## config.mk

```make
export PLATFORM = sky130hd
export DESIGN_NAME = enter_capture_unit_flat
export DESIGN_NICKNAME = d
export VERILOG_FILES = /design/src/rtl/enter_capture_unit_if.sv /design/src/rtl/enter_capture_unit.sv /design/src/flat_wrapper.sv
export SDC_FILE = /design/constraint.sdc
export NUM_CORES = 1
export LEC_CHECK = 0
export ABC_AREA = 1
export BUFFER_PORTS_ARGS = -buffer_cell sky130_fd_sc_hd__buf_2
export CORE_MARGIN = 8
export CORE_UTILIZATION = 52
export DETAILED_ROUTE_END_ITERATION = 8
export PLACE_DENSITY = 0.8
export SYNTH_ARGS = -nofsm -noshare
export SYNTH_HDL_FRONTEND = slang
export SYNTH_SLANG_ARGS = --single-unit
```

## constraint.sdc

```tcl
create_clock -name clk -period 2.9 [get_ports clk]
set_input_delay 0.29 -clock clk [delete_from_list [all_inputs] [get_ports clk]]
set_output_delay 0.29 -clock clk [all_outputs]
set_load 0.02 [all_outputs]
```

## src/rtl/enter_capture_unit_if.sv

```systemverilog
// rtl/enter_capture_unit_if.sv - enter/inputdata capture handshake bundle
// master: the capture unit; slave: the control unit / environment side.
interface enter_capture_unit_if #(
  parameter int DATA_W = 8
);
  logic              enter;
  logic [DATA_W-1:0] inputdata;
  logic              loaddata;
  logic              inputdata_ready;
  logic [DATA_W-1:0] capdata;
  logic              overrun;

  modport master (
    input  enter, inputdata, loaddata,
    output inputdata_ready, capdata, overrun
  );

  modport slave (
    output enter, inputdata, loaddata,
    input  inputdata_ready, capdata, overrun
  );
endinterface

```

## src/rtl/enter_capture_unit.sv

```systemverilog
// rtl/enter_capture_unit.sv - debounced enter button capturing one data byte per press
// Optional ENTER_AUTO_REPEAT_EN: a held button re-captures every REPEAT_CYCLES cycles.
module enter_capture_unit #(
  parameter int DATA_W          = 8,
  parameter int DEBOUNCE_CYCLES = 4,
  parameter int REPEAT_CYCLES   = 8
) (
  input  logic                  clk,
  input  logic                  reset,
  enter_capture_unit_if.master  bus
);
  localparam int CNT_MAX = (DEBOUNCE_CYCLES > REPEAT_CYCLES) ? DEBOUNCE_CYCLES : REPEAT_CYCLES;
  localparam int CNT_W   = $clog2(CNT_MAX + 1);
  localparam logic [CNT_W-1:0] DB_LAST = CNT_W'(DEBOUNCE_CYCLES);
`ifdef ENTER_AUTO_REPEAT_EN
  localparam logic [CNT_W-1:0] REP_LAST = CNT_W'(REPEAT_CYCLES - 1);
`endif

  typedef enum logic [1:0] {IDLE, PRESS_DB, HELD, RELEASE_DB} state_t;

  state_t            state_q, state_d;
  logic [CNT_W-1:0]  cnt_q, cnt_d;
  logic              sync1_q, sync2_q;
  logic              enter_s;
  logic              capture;
  logic              ready_q, ready_d;
  logic              overrun_q, overrun_d;
  logic [DATA_W-1:0] capdata_q, capdata_d;

  assign enter_s = sync2_q;

  always_comb begin
    state_d = state_q;
    cnt_d   = cnt_q;
    capture = 1'b0;
    case (state_q)
      IDLE: begin
        if (enter_s) begin
          state_d = PRESS_DB;
          cnt_d   = CNT_W'(1);
        end
      end
      PRESS_DB: begin
        if (!enter_s) begin
          state_d = IDLE;
          cnt_d   = '0;
        end else if (cnt_q == DB_LAST) begin
          capture = 1'b1;
          state_d = HELD;
          cnt_d   = '0;
        end else begin
          cnt_d = cnt_q + CNT_W'(1);
        end
      end
      HELD: begin
        if (!enter_s) begin
          state_d = RELEASE_DB;
          cnt_d   = CNT_W'(1);
        end
`ifdef ENTER_AUTO_REPEAT_EN
        else if (cnt_q == REP_LAST) begin
          capture = 1'b1;
          cnt_d   = '0;
        end else begin
          cnt_d = cnt_q + CNT_W'(1);
        end
`endif
      end
      RELEASE_DB: begin
        // A high sample during release is bounce: return to HELD without a new capture.
        if (enter_s) begin
          state_d = HELD;
          cnt_d   = '0;
        end else if (cnt_q == DB_LAST) begin
          state_d = IDLE;
          cnt_d   = '0;
        end else begin
          cnt_d = cnt_q + CNT_W'(1);
        end
      end
      default: begin
        state_d = IDLE;
        cnt_d   = '0;
      end
    endcase
  end

  // A capture coinciding with loaddata consumes the old byte, so it is not an overrun.
  always_comb begin
    capdata_d = capture ? bus.inputdata : capdata_q;
    overrun_d = overrun_q | (capture & ready_q & ~bus.loaddata);
    if (capture) begin
      ready_d = 1'b1;
    end else if (bus.loaddata) begin
      ready_d = 1'b0;
    end else begin
      ready_d = ready_q;
    end
  end

  always_ff @(posedge clk) begin
    if (reset) begin
      sync1_q   <= 1'b0;
      sync2_q   <= 1'b0;
      state_q   <= IDLE;
      cnt_q     <= '0;
      ready_q   <= 1'b0;
      overrun_q <= 1'b0;
      capdata_q <= '0;
    end else begin
      sync1_q   <= bus.enter;
      sync2_q   <= sync1_q;
      state_q   <= state_d;
      cnt_q     <= cnt_d;
      ready_q   <= ready_d;
      overrun_q <= overrun_d;
      capdata_q <= capdata_d;
    end
  end

  assign bus.inputdata_ready = ready_q;
  assign bus.capdata         = capdata_q;
  assign bus.overrun         = overrun_q;
endmodule

```

## src/flat_wrapper.sv

```systemverilog
// flat-port wrapper written by rule: the top's interface ports become plain ports
module enter_capture_unit_flat 
#(
  parameter int DATA_W          = 8,
  parameter int DEBOUNCE_CYCLES = 4,
  parameter int REPEAT_CYCLES   = 8
)
  (clk, reset, bus_enter, bus_inputdata, bus_loaddata, bus_inputdata_ready, bus_capdata, bus_overrun);
  enter_capture_unit_if #(.DATA_W(DATA_W)) bus_i ();
  input  logic clk;
  input  logic reset;
  input wire logic [$bits(bus_i.enter)-1:0] bus_enter;
  input wire logic [$bits(bus_i.inputdata)-1:0] bus_inputdata;
  input wire logic [$bits(bus_i.loaddata)-1:0] bus_loaddata;
  output wire logic [$bits(bus_i.inputdata_ready)-1:0] bus_inputdata_ready;
  output wire logic [$bits(bus_i.capdata)-1:0] bus_capdata;
  output wire logic [$bits(bus_i.overrun)-1:0] bus_overrun;
  assign bus_i.enter = bus_enter;
  assign bus_i.inputdata = bus_inputdata;
  assign bus_i.loaddata = bus_loaddata;
  assign bus_inputdata_ready = bus_i.inputdata_ready;
  assign bus_capdata = bus_i.capdata;
  assign bus_overrun = bus_i.overrun;
  enter_capture_unit #(.DATA_W(DATA_W), .DEBOUNCE_CYCLES(DEBOUNCE_CYCLES), .REPEAT_CYCLES(REPEAT_CYCLES)) u_core (.clk(clk), .reset(reset), .bus(bus_i));
endmodule
```

* After elaboration in Yosys (flattened, before gate mapping)
Cells that the tools add are included.
** Word-level totals
- Register bits :: 18
- Bits of input ports :: 12
- Output and inout port bits :: 10
- Logic and storage cells :: 42
** Operators by class
- Add/sub/neg operators :: 1
- Equal/unequal tests :: 8
- Muxes and demuxes :: 18
- Bitwise logic cells :: 4
- Reduce and logical (&&, ||, !) cells :: 4
** Operators by type and width (count)
- 4-bit 2-to-1 mux :: 5
- 4-bit one-hot mux with 4 select lines :: 1
- 2-bit 2-to-1 mux :: 6
- 2-bit one-hot mux with 4 select lines :: 1
- 1-bit 2-to-1 mux :: 5
- 4-bit by 1-bit adder with 4-bit output, second input constant :: 1
- 2-bit == test, second input constant :: 2
- 4-bit by 3-bit == test with 1-bit output, second input constant :: 1
- 4-bit AND reduction :: 1
- 3-bit by 1-bit != test with 1-bit output, second input constant :: 1
- 3-bit != test, second input constant :: 1
- 1-bit AND :: 2
- 2-bit by 1-bit == test with 1-bit output, second input constant :: 1
- 2-bit zero test :: 1
- 2-bit by 1-bit != test with 1-bit output, second input constant :: 1
- 2-bit != test, second input constant :: 1
- 2-bit AND reduction :: 1
- 2-bit nonzero test :: 1
- 1-bit inverter :: 1
- 1-bit bitwise OR :: 1

* Logic depth before layout (Yosys ltp)
- Depth after elaboration :: 7
- Depth in mapped cells :: 8
- Mapped depth without buffers :: 8

* Worst setup path after synthesis
Ideal clock, no wire load.
- Path type :: register -> register
- Start :: register u_core.cnt_q[0]
- End :: register u_core.capdata_q[0] (netlist: u_core.bus.capdata[0])
- Setup time :: 0.116 ns
- Arrival :: 1.048 ns
- Data required time :: 2.784 ns
- Path slack :: 1.736 ns
- Cell stages (with the launch flop) :: 8
- Period minus slack after synthesis :: 1.164 ns
- Cells stage by stage :: dfxtp_1 > inv_1 > ha_1 > nand2_2 > nor2_4 > nand3_4 > o21ai_0 > nor2_1
** On the way
- Word-level cells in the longest chain between the ends :: 4
** Ends and longest elaborated chain
- start: declaration :: RTL line enter_capture_unit.sv:22 : logic [CNT_W-1:0] cnt_q, cnt_d;
- start signal: assignment :: RTL line enter_capture_unit.sv:114 : cnt_q <= cnt_d;
- 4-bit by 3-bit == test with 1-bit output :: RTL line enter_capture_unit.sv:47 : end else if (cnt_q == DB_LAST) begin
- 1-bit 2-to-1 mux :: RTL line enter_capture_unit.sv:47
- 1-bit 2-to-1 mux :: RTL line enter_capture_unit.sv:44 : if (!enter_s) begin
- 1-bit 2-to-1 mux :: RTL line enter_capture_unit.sv:36 : case (state_q)
- end signal: assignment :: RTL line enter_capture_unit.sv:117 : capdata_q <= capdata_d;
- end: declaration :: RTL line enter_capture_unit.sv:28 : logic [DATA_W-1:0] capdata_q, capdata_d;
Every way passes these cells.
A chain may end at the register's enable or synchronous reset.

* Worst setup path after layout
- Start :: register u_core.cnt_q[0]
- End :: register u_core.capdata_q[3] (netlist: u_core.bus.capdata[3])
The elaborated chain is that of the path after synthesis.

==> reports/qor.yml <==
sta:
  final_setup_skew_ns: 0.00635
  max_slew.worst_pin.slew_ns: 0.259
  fin_setup_tns_ns: 0
  number_of_hold_violations_in_the_final_report: 0
  finalCritPeriodShare_pct: 45.6
  max-slew-margin-rel_pct: 82.7
  hold_ws_ns: 0.177
  grt_setup_unrepaired: "no"
  timing.fmax_ghz: 0.756
  drv_slew: 0
  setup-violations-final: 0
  period_minus_slack_ns: 1.32
clock_tree:
  cts.sinks: 18
  cts-htree-levels: 1
  worst_skew_pair_later_pin_latency_ns: 0.30
  cts.clk_slew.worst_paths_ns: 0.11
  cts-hold-fix-buffers: 0
  tritoncts_clock_tree: "built"
  post_cts_resize_count: 0
  cts_buffers: 3
  post_cts_buffers: 0
  clock_path_buffers: 2
  cts-root-buf: "sky130_fd_sc_hd__clkbuf_4"
global_route:
  first_global_vias: 664
  grt_first_pass_wirelength_um: 2610
  grt_antenna_before_repair: 0
  grt_max_degree: 12
  globalRouteOverflowTotal: 0
  track_usage_pct: 11.9
routing:
  routed_via_density: 4.88
  drt_drc_violations_left: 0
  detail_route.first_pass.iterations: 4
  totalWireLength_um: 1550
  detail_route.iter0.violations: 11
  via_count: 668
  wl_per_cell_um: 11.3
  final_antenna_net_count: 0
min_path:
  hp-class: "in2reg"
final_layout:
  num_antenna_cells: 0
  finalNetCount: 137
  drive_gt1_share_pct: 27.0
  postLayoutCoreUtil_pct: 68.7
  area_growth_pct: 20.6
  fillCellCount: 118
worst_setup_path:
  arrival_ns: 1.52
  worstPathRequired_ns: 3.10
  worstSetupStartpointType: "flop"
  maximum_net_fanout_on_the_critical_path: 9
  worstSetupEndpointType: "flop"
  criticalPathCategory: "reg2reg"
synthesis:
  synth.net_count: 112
  synth.avg_cell_area_sq_um: 7.75
  synth-seq-cells: 18
  synthesis.yosys.warnings: 0
  synthDistinctLibCells: 19
  yosysMostFrequentCell: "sky130_fd_sc_hd__nor2_1"
  synth_flop_cell: "sky130_fd_sc_hd__dfxtp_1"
  synth_top_cells_by_area: "sky130_fd_sc_hd__dfxtp_1 (47%), sky130_fd_sc_hd__nor2_1 (11%), sky130_fd_sc_hd__nand2_1 (6.4%)"
  yosys.area.top_type_share_pct: 47.4
  synth_enable_flop_cells: 0
  syn_inst: 98
  synthTopCellsByCount: "sky130_fd_sc_hd__nor2_1 (22), sky130_fd_sc_hd__dfxtp_1 (18), sky130_fd_sc_hd__nand2_1 (13), sky130_fd_sc_hd__inv_1 (11), sky130_fd_sc_hd__o21ai_0 (8)"
  yosys.area.top_type: "sky130_fd_sc_hd__dfxtp_1"
  synth_seq_area_share_pct: 47.4
  ys_async_sr_fraction_pct: 0
  post_synth_instance_area_sq_um: 759
flow_run:
  max_cap_viol: 0
floorplanning:
  dieWidth_um: 54.2
  die-height_um: 54.2
  std_cell_rows: 13
  design.die.area_sq_um: 2940
  start_util_pct: 56.9
  floorplan.io_pins: 22
  core_area_sq_um: 1330
placed_design:
  globalplace.congestion: 0.766
  place.detailed.hpwl_um: 1170
  port_buffers: 21
outcome:
  run_status: "finished clean"
power:
  p_per_area_nw_per_um2: 470
  power_leakage_nw: 0.413
  vdd_ir_max_mv: 0.382
-- sequential cells by signal (all words and copies together), names as in the netlist, named ones only --
| signal | count |
|---|---|
| u_core.sync1_q | 1 |
| u_core.bus.overrun | 1 |
| u_core.cnt_q | 4 |
| u_core.bus.capdata | 8 |
| u_core.bus.inputdata_ready | 1 |
| u_core.enter_s | 1 |
| u_core.state_q | 1 |
-- metrics by stage --
step	instance area, sq um	setup WS (ns)	total power [mW]	cells
floorplan	759	1.74	0.269	98
global placement	880	1.66	0.279	133
detailed placement	880	1.61	0.279	133
CTS	916	1.57	0.435	137
global route	916	1.46	0.448	137
finish	916	1.58	0.431	137
-- metal layers --
layer | wire [um] | part of all wire [%] | GRT usage (%) | vias up
met1 | 697 | 45 | 13.1 | 291
li1 | - | - | - | 355
met4 | 42 | 2.7 | 7.38 | 0
met3 | 102 | 6.6 | 5.15 | 5
met2 | 702 | 45 | 18.5 | 17
met5 | 0 | 0 | 0 | -
-- logic make-up after synthesis --
kind of cell | count (synthesis) | share of synthesized area [%]
simple gates | 44 | 26.2
xor+xnor | 2 | 2.31
buf+inv | 15 | 8.07
compound gates | 17 | 12.7
flops | 18 | 47.4
fa+ha+maj | 2 | 3.29
-- area by class of cell --
cell class	count	area, sq um	area share, %
Sequential cell	18	360	39.3
Multi-Input combinational cell	65	338	36.9
Timing Repair Buffer	21	105	11.5
Inverter	14	57.6	6.28
Clock buffer	4	36.3	3.96
Tap cell	15	18.8	2.05
-- placed cells by master (no fill, tap or decap) --
master	instances
sky130_fd_sc_hd__nor2_1	22
sky130_fd_sc_hd__inv_1	11
sky130_fd_sc_hd__clkbuf_8	1
sky130_fd_sc_hd__a21oi_2	1
sky130_fd_sc_hd__a211oi_1	2
sky130_fd_sc_hd__nand4_1	1
sky130_fd_sc_hd__nand3_1	4
sky130_fd_sc_hd__buf_2	21
sky130_fd_sc_hd__ha_1	2
sky130_fd_sc_hd__dfxtp_1	18
sky130_fd_sc_hd__clkbuf_4	3
sky130_fd_sc_hd__xor2_1	2
sky130_fd_sc_hd__nand2_1	13
sky130_fd_sc_hd__nor2_4	1
sky130_fd_sc_hd__a21oi_1	5
sky130_fd_sc_hd__clkinv_4	1
sky130_fd_sc_hd__o21ai_0	8
sky130_fd_sc_hd__inv_2	2
sky130_fd_sc_hd__nand2_2	2
sky130_fd_sc_hd__o21bai_1	1
sky130_fd_sc_hd__nand3_4	1
-- path summary, 6_finish.rpt --
path                         from                     to  slack, ns  depth (start not counted)
setup reg to reg  u_core.cnt_q[0]  u_core.bus.capdata[3]       1.58                          7
hold reg to reg    u_core.sync1_q         u_core.enter_s       0.41                          2
setup / recovery  u_core.cnt_q[0]  u_core.bus.capdata[3]       1.58                          7
hold / removal          bus_enter         u_core.sync1_q       0.18                          3
-- worst max-delay path, cell delays in order, from the launching register on --
cell                      delay, ns
sky130_fd_sc_hd__dfxtp_1       0.35
sky130_fd_sc_hd__inv_1         0.10
sky130_fd_sc_hd__ha_1          0.19
sky130_fd_sc_hd__nand2_2       0.07
sky130_fd_sc_hd__nor2_4        0.13
sky130_fd_sc_hd__nand3_4       0.13
sky130_fd_sc_hd__o21ai_0       0.19
sky130_fd_sc_hd__nor2_1        0.06
-- report_power, final --
| group | total [mW] | switching (mW) | internal [mW] | leakage (nW) |
|---|---|---|---|---|
| sequential | 0.252 | 0.00242 | 0.250 | 0.146 |
| combinational | 0.0213 | 0.0118 | 0.00947 | 0.246 |
| clock | 0.157 | 0.0804 | 0.0767 | 0.0210 |
(Power assumes the default switching activity.)
